[src/rtl/tl45_muldiv.sv]
// tl45_muldiv: iterative multiply / divide execute unit for the TL45 core.
//
// Handles MUL (low XLEN bits), DIV/DIVU (quotient) and REM/REMU (remainder).
// Multiply is a shift/add engine, LSB-first on operand B. Divide is a
// restoring divider, MSB-first. Both take XLEN cycles. Signed divides work on
// magnitudes, and the signs are fixed up when the result is presented.
//
// Ports:
//   i_clk, i_reset         clock, synchronous active-high reset
//   i_pipe_stall           downstream stall, holds o_dr/o_value (and DONE)
//   o_pipe_stall           stall to upstream while an MD op is incomplete
//   i_pipe_flush           flush request, discards any in-flight op
//   o_pipe_flush           flush forwarded upstream (= i_pipe_flush)
//   i_opcode, i_dr         TL45 opcode and destination register
//   i_sr1_val, i_sr2_val   operand A (multiplicand/dividend), B (multiplier/divisor)
//   o_of_reg, o_of_val     operand-forward bus, valid in DONE only
//   o_dr, o_value          registered writeback to the next stage
module tl45_muldiv #(
   parameter int XLEN     = 32,
   parameter int REG_BITS = 4
) (
   input  logic                i_clk,
   input  logic                i_reset,
   input  logic                i_pipe_stall,
   output logic                o_pipe_stall,
   input  logic                i_pipe_flush,
   output logic                o_pipe_flush,
   input  logic [4:0]          i_opcode,
   input  logic [REG_BITS-1:0] i_dr,
   input  logic [XLEN-1:0]     i_sr1_val,
   input  logic [XLEN-1:0]     i_sr2_val,
   output logic [REG_BITS-1:0] o_of_reg,
   output logic [XLEN-1:0]     o_of_val,
   output logic [REG_BITS-1:0] o_dr,
   output logic [XLEN-1:0]     o_value
);

   localparam int CW = $clog2(XLEN + 1);

   localparam logic [4:0] OPC_MUL  = 5'h03;
   localparam logic [4:0] OPC_DIV  = 5'h0F;
   localparam logic [4:0] OPC_DIVU = 5'h10;
   localparam logic [4:0] OPC_REM  = 5'h11;
   localparam logic [4:0] OPC_REMU = 5'h12;

   typedef enum logic [1:0] {S_IDLE, S_BUSY, S_DONE} state_t;
   typedef enum logic [1:0] {K_MUL, K_DIV, K_REM} kind_t;

   state_t                state;
   logic [CW-1:0]         cnt;
   kind_t                 kind_q;
   logic [REG_BITS-1:0]   dr_q;
   logic [XLEN-1:0]       a_q;      // multiplicand, shifted left each MUL step
   logic [XLEN-1:0]       b_q;      // multiplier (shifted right) or divisor
   logic [XLEN-1:0]       acc_q;    // product accumulator / partial remainder
   logic [XLEN-1:0]       quo_q;    // dividend bits shift out, quotient bits shift in
   logic                  qsign_q;
   logic                  rsign_q;
   logic                  bzero_q;

   // Opcode decode
   logic                  is_md;
   kind_t                 kind_in;
   logic                  signed_in;

   // NOTE: every always_comb output gets a default first so that no path
   // leaves it unassigned, which would otherwise infer a latch.
   always_comb begin
      is_md     = 1'b1;
      kind_in   = K_MUL;
      signed_in = 1'b0;
      case (i_opcode)
         OPC_MUL:  kind_in = K_MUL;
         OPC_DIV:  begin kind_in = K_DIV; signed_in = 1'b1; end
         OPC_DIVU: kind_in = K_DIV;
         OPC_REM:  begin kind_in = K_REM; signed_in = 1'b1; end
         OPC_REMU: kind_in = K_REM;
         default:  is_md = 1'b0;
      endcase
   end

   logic            a_neg;
   logic            b_neg;
   logic [XLEN-1:0] a_mag;
   logic [XLEN-1:0] b_mag;

   assign a_neg = signed_in & i_sr1_val[XLEN-1];
   assign b_neg = signed_in & i_sr2_val[XLEN-1];
   assign a_mag = a_neg ? -i_sr1_val : i_sr1_val;
   assign b_mag = b_neg ? -i_sr2_val : i_sr2_val;

   // One restoring-divide step: shift the next dividend bit into the partial
   // remainder and subtract the divisor if it fits. The shifted value needs
   // XLEN+1 bits because the remainder can reach divisor-1 before the shift.
   logic [XLEN:0]   rem_sh;
   logic [XLEN:0]   rem_diff;
   logic            rem_take;

   assign rem_sh   = {acc_q, quo_q[XLEN-1]};
   assign rem_diff = rem_sh - {1'b0, b_q};
   assign rem_take = (rem_sh >= {1'b0, b_q});

   // Result with signed fix-up; divide by zero forces an all-ones quotient
   // regardless of the dividend sign.
   logic [XLEN-1:0] result;

   always_comb begin
      result = acc_q;
      case (kind_q)
         K_DIV:   result = bzero_q ? '1 : (qsign_q ? -quo_q : quo_q);
         K_REM:   result = rsign_q ? -acc_q : acc_q;
         default: result = acc_q;
      endcase
   end

   // Control state and writeback buffer.
   // NOTE: sequential state uses non-blocking assignments only, so every
   // register samples pre-edge values regardless of statement order.
   always_ff @(posedge i_clk) begin
      if (i_reset || i_pipe_flush) begin
         state   <= S_IDLE;
         cnt     <= '0;
         o_dr    <= '0;
         o_value <= '0;
      end else begin
         case (state)
            S_IDLE: begin
               if (is_md) begin
                  state <= S_BUSY;
                  cnt   <= CW'(XLEN);
               end
            end
            S_BUSY: begin
               cnt <= cnt - CW'(1);
               if (cnt == CW'(1)) state <= S_DONE;
            end
            S_DONE: begin
               if (!i_pipe_stall) state <= S_IDLE;
            end
            default: state <= S_IDLE;
         endcase

         if (!i_pipe_stall) begin
            o_dr    <= (state == S_DONE) ? dr_q   : '0;
            o_value <= (state == S_DONE) ? result : '0;
         end
      end
   end

   // Datapath registers.
   // NOTE: the datapath has no reset; it is always reloaded at issue and is
   // only observed in DONE, which reset and flush cannot reach directly.
   always_ff @(posedge i_clk) begin
      if (state == S_IDLE && is_md) begin
         kind_q  <= kind_in;
         dr_q    <= i_dr;
         a_q     <= a_mag;
         b_q     <= b_mag;
         acc_q   <= '0;
         quo_q   <= a_mag;
         qsign_q <= a_neg ^ b_neg;
         rsign_q <= a_neg;
         bzero_q <= (i_sr2_val == '0);
      end else if (state == S_BUSY) begin
         if (kind_q == K_MUL) begin
            acc_q <= acc_q + (b_q[0] ? a_q : '0);
            a_q   <= a_q << 1;
            b_q   <= b_q >> 1;
         end else begin
            acc_q <= rem_take ? rem_diff[XLEN-1:0] : rem_sh[XLEN-1:0];
            quo_q <= {quo_q[XLEN-2:0], rem_take};
         end
      end
   end

   assign o_pipe_stall = i_pipe_stall | (is_md & (state != S_DONE));
   assign o_pipe_flush = i_pipe_flush;
   assign o_of_reg     = (state == S_DONE) ? dr_q : '0;
   assign o_of_val     = (state == S_DONE && dr_q != '0) ? result : '0;

endmodule

[config.mk]
export PLATFORM = sky130hd
export DESIGN_NAME = tl45_muldiv
export DESIGN_NICKNAME = d
export VERILOG_FILES = /design/src/rtl/tl45_muldiv.sv
export SDC_FILE = /design/constraint.sdc
export NUM_CORES = 1
export LEC_CHECK = 0
export ABC_AREA = 1
export CAP_MARGIN = 20
export CORE_UTILIZATION = 30
export DETAILED_ROUTE_END_ITERATION = 12
export PLACE_DENSITY_LB_ADDON = 0.2
export SETUP_SLACK_MARGIN = 0.5
export SLEW_MARGIN = 20
export SYNTH_ARGS = -nofsm -noshare
export SYNTH_HDL_FRONTEND = slang
export SYNTH_SLANG_ARGS = --single-unit
[constraint.sdc]
create_clock -name i_clk -period 6.4 [get_ports i_clk]
set_clock_uncertainty 0.2 [all_clocks]
set_input_delay 1.28 -clock i_clk [delete_from_list [all_inputs] [get_ports i_clk]]
set_output_delay 1.28 -clock i_clk [all_outputs]
set_load 0.03 [all_outputs]
Yosys cells after proc, flatten, opt, wreduce, memory -nomap -nowiden. Index checks and enable logic that the tools add are counted.

Multiplexer cells: 30. Bitwise operators: 5. Equal/unequal tests: 15. Reduce and logical (&&, ||, !) cells: 18. $lt $le $gt $ge: 1. $add $sub $neg: 7.

Operator list (count): $mux 32 (19); $neg 32->32 (4); $pmux 32 s2 (1); $ge 33x32->1 (1); $add 32x32->32 (1); $logic_not 32->1 (1); $sub 32x32->32 (1); $eq 5x5->1 const B (3); $pmux 6 s2 (1); $ne 2x2->1 const B (5); $eq 6x1->1 const B (1); $mux 2 (3); $mux 6 (1); $pmux 2 s3 (1); $reduce_and 2->1 (3); $reduce_bool 2->1 (3); $reduce_or 2->1 (3); $sub 6x1->6 const B (1); $eq 5x2->1 const B (1); $eq 5x4->1 const B (1); $reduce_or 5->1 (1); $eq 2x1->1 const B (2); $eq 2x2->1 const B (2); $logic_not 2->1 (2); 10 further kinds (14).

Bits of input ports: 77. Register bits after elaboration: 181.

Longest topological paths before layout.
Depth in word-level cells: 6. Depth in mapped cells: 20.

Least setup slack after synthesis. OpenSTA, ideal clock, no wires.

Path type: input to register. From: input i_opcode[1]. To: register a_q[0] (enable). Library setup time: 0.424 ns. Cell stages on the path: 10. Arrival time: 3.696 ns. Setup slack: 2.081 ns. Cell sequence: inv_2 > nor3_2 > nand3_1 > nand3_1 > nor2_1 > nor3_2 > inv_2 > buf_2 > buf_2 > nand2_1.

Cells in the longest elaborated chain, start to end: 6. Elaborated cells between the ends (all ways): 11. Those cells by class: eq/ne (5); mux (1); reduce/logical (5).

Ends and longest elaborated chain: from (decl) (line 28) `input logic [4:0] i_opcode,`; $eq 5x5->1, or another cell as far along (line 72) `case (i_opcode)`; $reduce_or 5->1 (no line) (*); $mux 1 (*) (line 72); $logic_and 1x1->1 (*) (line 154) `if (state == S_IDLE && is_md) begin`; $reduce_bool 2->1 (no line); $reduce_and 2->1 (no line) (*); to (signal assigned) (line 157) `a_q <= a_mag;`; to (signal assigned) (line 167) `a_q <= a_q << 1;`; to (decl) (line 53) `logic [XLEN-1:0] a_q;`.

Mark *: on every way between the ends. The rest lies on a longest branch, timed or not. A chain may end at the register's enable or synchronous reset.

Worst setup path in the final report.
From: register acc_q[0]. To: output o_of_val[14].

Cells in the longest elaborated chain, start to end: 4.

Ends and longest elaborated chain: from (decl) (line 55) `logic [XLEN-1:0] acc_q;`; from (signal assigned) (line 166) `acc_q <= acc_q + (b_q[0] ? a_q : '0);`; from (signal assigned) (line 170) `acc_q <= rem_take ? rem_diff[XLEN-1:0] : rem_sh[XLEN-1:0];`; $neg 32->32 (line 111) `K_REM: result = rsign_q ? -acc_q : acc_q;`; $mux 32 (line 111); $pmux 32 s2 (line 109) `case (kind_q)`; $mux 32 (line 179) `assign o_of_val = (state == S_DONE && dr_q != '0) ? result : '0;`; to (decl) (line 33) `output logic [XLEN-1:0] o_of_val,`.

Every way passes these cells.

==> impl_results.md <==
- Status: completed
- Required @ worst endpoint: 4.92 ns
- CP Launch Type: register
- Worst-margin pin slew: 0.901 ns
- Synth Flop Type: edfxtp_1
- Die area: about 0.057 mm2
- Die width: between 200 and 250 um
- Relative slew margins: 40.0%
- Overall via count from detail_route: approximately 18k
- Logic pwr share: a little over two fifths
- Netlist cell types: around 60
- P_sw: around 2.1 mW
- Final setup violation count: 0
- Post-route clock period utilization: 79.3%
- Largest net degree at the start of global routing: about 70
- Cell Rows: 86
- Drt initial violations: around 1.5k
- Clk_lat worst skew: approximately 0.49 ns
- Number of global-route vias before repair: 17.3k
- CTS Sinks: between 150 and 200
- Initial antenna violation count: 0
- Max IR drop VDD: between 0.2 and 0.25 mV
- Port-buffer cells: 150
- Slew Limit Fails: 0
- Hold Crit Class: register to register
- Num CTS Buffers: 17
- Num ports: 151
- DP HPWL: around 56,000 um
- Die outline height: 238 um
- Power Density: between 200 and 250 mW/mm2
- H-tree Lvls: 4
- Final min period: roughly 5.1 ns
- CTS Buffer Depth: 2
- Final Cell Area: slightly below 0.02 mm2
- Yosys top cell by area: edfxtp_1
- Final Hold Fails: 0
- Post-CTS Hold Fix Bufs: 0
- Remaining DRCs: 0
- Area Growth Syn to Fin: 16.6%
- Sum Neg Setup Slack: 0 ns
- FMAX: between 150 and 200 MHz
- Worst Setup Path Type: register to output port
- Post-Syn Instances: 2,725
- Max stage delay on crit path: 0.68 ns
- YS warnings: 0
- Area contributors post-synth: edfxtp_1, nand2_1, dfxtp_1, inv_1, nand3_1
- Slowest-stage cell, CP: clkdlybuf4s50_1
- First-pass GRT wire length: approximately 100,000 um
- Mapped Area: ~0.017 mm2
- Syn_nets: roughly 2.9k
- Crit path DAT: about 3.6 ns
- CTS tree: yes
- Cell with the most instances after synthesis: nand2_1
- Clock transition at path regs: ~0.070 ns
- Crit path launch: acc_q[0]$_SDFFE_PP0P_
- Flop2flop setup slack: around 2.7 ns
- Top cell type's share of synthesized area: 18.8%
- Layout Nets: between 2k and 3k
- Core Region: approximately 0.055 mm2
- Switching Fraction: 45.0%
- Clock share of power: about a quarter
- Avg Inst Size Synth: 6.15 um2
- Post-DR wirelength/cell: approximately 19 um
- P_leak: 8.92 nW
- Crit Path Max Fanout: 7
- GP Congestion: roughly 0.94
- # resized after CTS: 0
- Internal Pwr Total: roughly 2.5 mW
- Yosys reg bits: 181
- ANT nets after route: 0
- DR pass1 iterations: 5
- Max cap viols: 0
- CP Capture Type: output port
- CTS Root Cell: clkbuf_16
- Grt total ovfl: 0
- Final WS setup: 1.33 ns
- Sequential area share after synthesis: 27.9%
- RSZ-0062 raised after global routing: no
- Area after DPL: around 0.019 mm2
- Crit path buf inv count: 2
- Overall routing resource usage: roughly 24%
- Hold Crit Start: o_value[23]$_SDFFE_PP0N_
- Most frequent cells after synthesis: nand2_1, inv_1, nor2_1
- Share of cells above drive strength 1: around 4.1%
- Vias per cell: ~5
- Reg2reg start: kind_q[1]$_DFFE_PP_
- Overall Power: ~4.6 mW
- Final WL: roughly 69,000 um
- Pre-CTS setup slack: between 1 and 1.5 ns
- Delay-heaviest family, CP: simple AND/OR/NAND/NOR gates
- CP Cell Sequence: inv_1, ha_1, nand2_1, nor2_2, nand3_1, nand2_1, o21ai_0, nand2_1, nand3_1, nand3_1, o21ai_0, nor2_1, clkdlybuf4s50_1
- Diode count: 0
- Seq pwr share: between 30% and 40%
- EDFF count, synth: 105
- Post-synthesis async set-or-reset flop share: 0%
- Starting density of the core: between 30 and 40%
- Post-CTS setup buffers: 0
[cell families (layout without fill, tap and decap cells)]
family | after synthesis | count (layout) | synth area share [%]
fa+ha+maj | 74 | 74 | 5.61
xor+xnor | 52 | 52 | 2.72
buf+inv | 449 | 562 | 10.6
simple gates | 1507 | 1507 | 38.2
flops | 181 | 181 | 27.9
compound gates | 462 | 462 | 15.0
[power by group through the flow]
stage	logic (mW)	clock network [mW]	registers, mW
6_report	1.97	1.12	1.54
5_1_grt	2.20	1.19	1.54
4_1_cts	1.95	1.15	1.54
3_5_place_dp	1.94	0	1.57
3_3_place_gp	1.94	0	1.57
2_1_floorplan	1.37	0	1.45
[path summary, 6_finish.rpt]
check                           cells after the start                        to
worst min register to register                      2  o_value[23]$_SDFFE_PP0N_
worst min-delay path                                2  o_value[23]$_SDFFE_PP0N_
worst max-delay path                               13              o_of_val[14]
worst max register to register                      9         b_q[16]$_DFFE_PP_
[routing by layer]
layer	routed length (um)	track usage, %	up-vias
met4	1710	7.71	0
met5	0	0	-
met3	3680	2.92	72
li1	-	-	9106
met1	31300	32.7	8516
met2	32300	40.7	535
[state kept, by name, summed over array words and instances (netlist names)]
register,count
state,2
a_q,32
o_value,32
bzero_q,1
quo_q,32
b_q,32
qsign_q,1
dr_q,4
kind_q,2
o_dr,4
acc_q,32
rsign_q,1
cnt,6
[metrics by stage]
stage	instances	hold slack (ns)	utilization, %
5_1_grt	3586	0.286	35.4
6_report	3586	0.267	35.4
3_3_place_gp	3553	0.260	34.3
3_5_place_dp	3553	0.259	34.3
4_1_cts	3585	0.270	35.4
2_1_floorplan	2725	0.275	-
[worst register-to-register path, stage by stage, from the launching register on]
cell and delay, ns:
edfxtp_1 0.40, inv_1 0.10, ha_1 0.15, buf_4 0.31
inv_1 0.10, buf_4 0.25, nor2_1 0.65, inv_1 0.32
nand2_2 0.13, buf_4 0.67
[cells in the final DEF (no fill, tap or decap), drive strengths merged, types with 9 or more instances in the layout]
cell type | netlist | layout
nand3 | 257 | 257
nand4 | 34 | 34
nor2 | 303 | 303
inv | 359 | 368
edfxtp | 105 | 105
nor3 | 37 | 37
nand3b | 15 | 15
clkbuf | 42 | 17
o21ai | 194 | 194
xor2 | 28 | 28
clkdlybuf4s50 | 0 | 150
o21bai | 11 | 11
xnor2 | 24 | 24
dfxtp | 76 | 76
nand2 | 841 | 841
a21oi | 195 | 195
o21a | 9 | 9
o211ai | 20 | 20
buf | 46 | 19
ha | 72 | 72
or2 | 10 | 10
[cell type report]
type | count | area, um2
Fill cell | 6077 | 35600
Multi-Input combinational cell | 2095 | 10300
Sequential cell | 181 | 4670
Timing Repair Buffer | 169 | 1650
Inverter | 361 | 1360
Tap cell | 748 | 936
Clock buffer | 17 | 425
Clock inverter | 15 | 168
No activity file was read; power rests on OpenSTA's default activity.
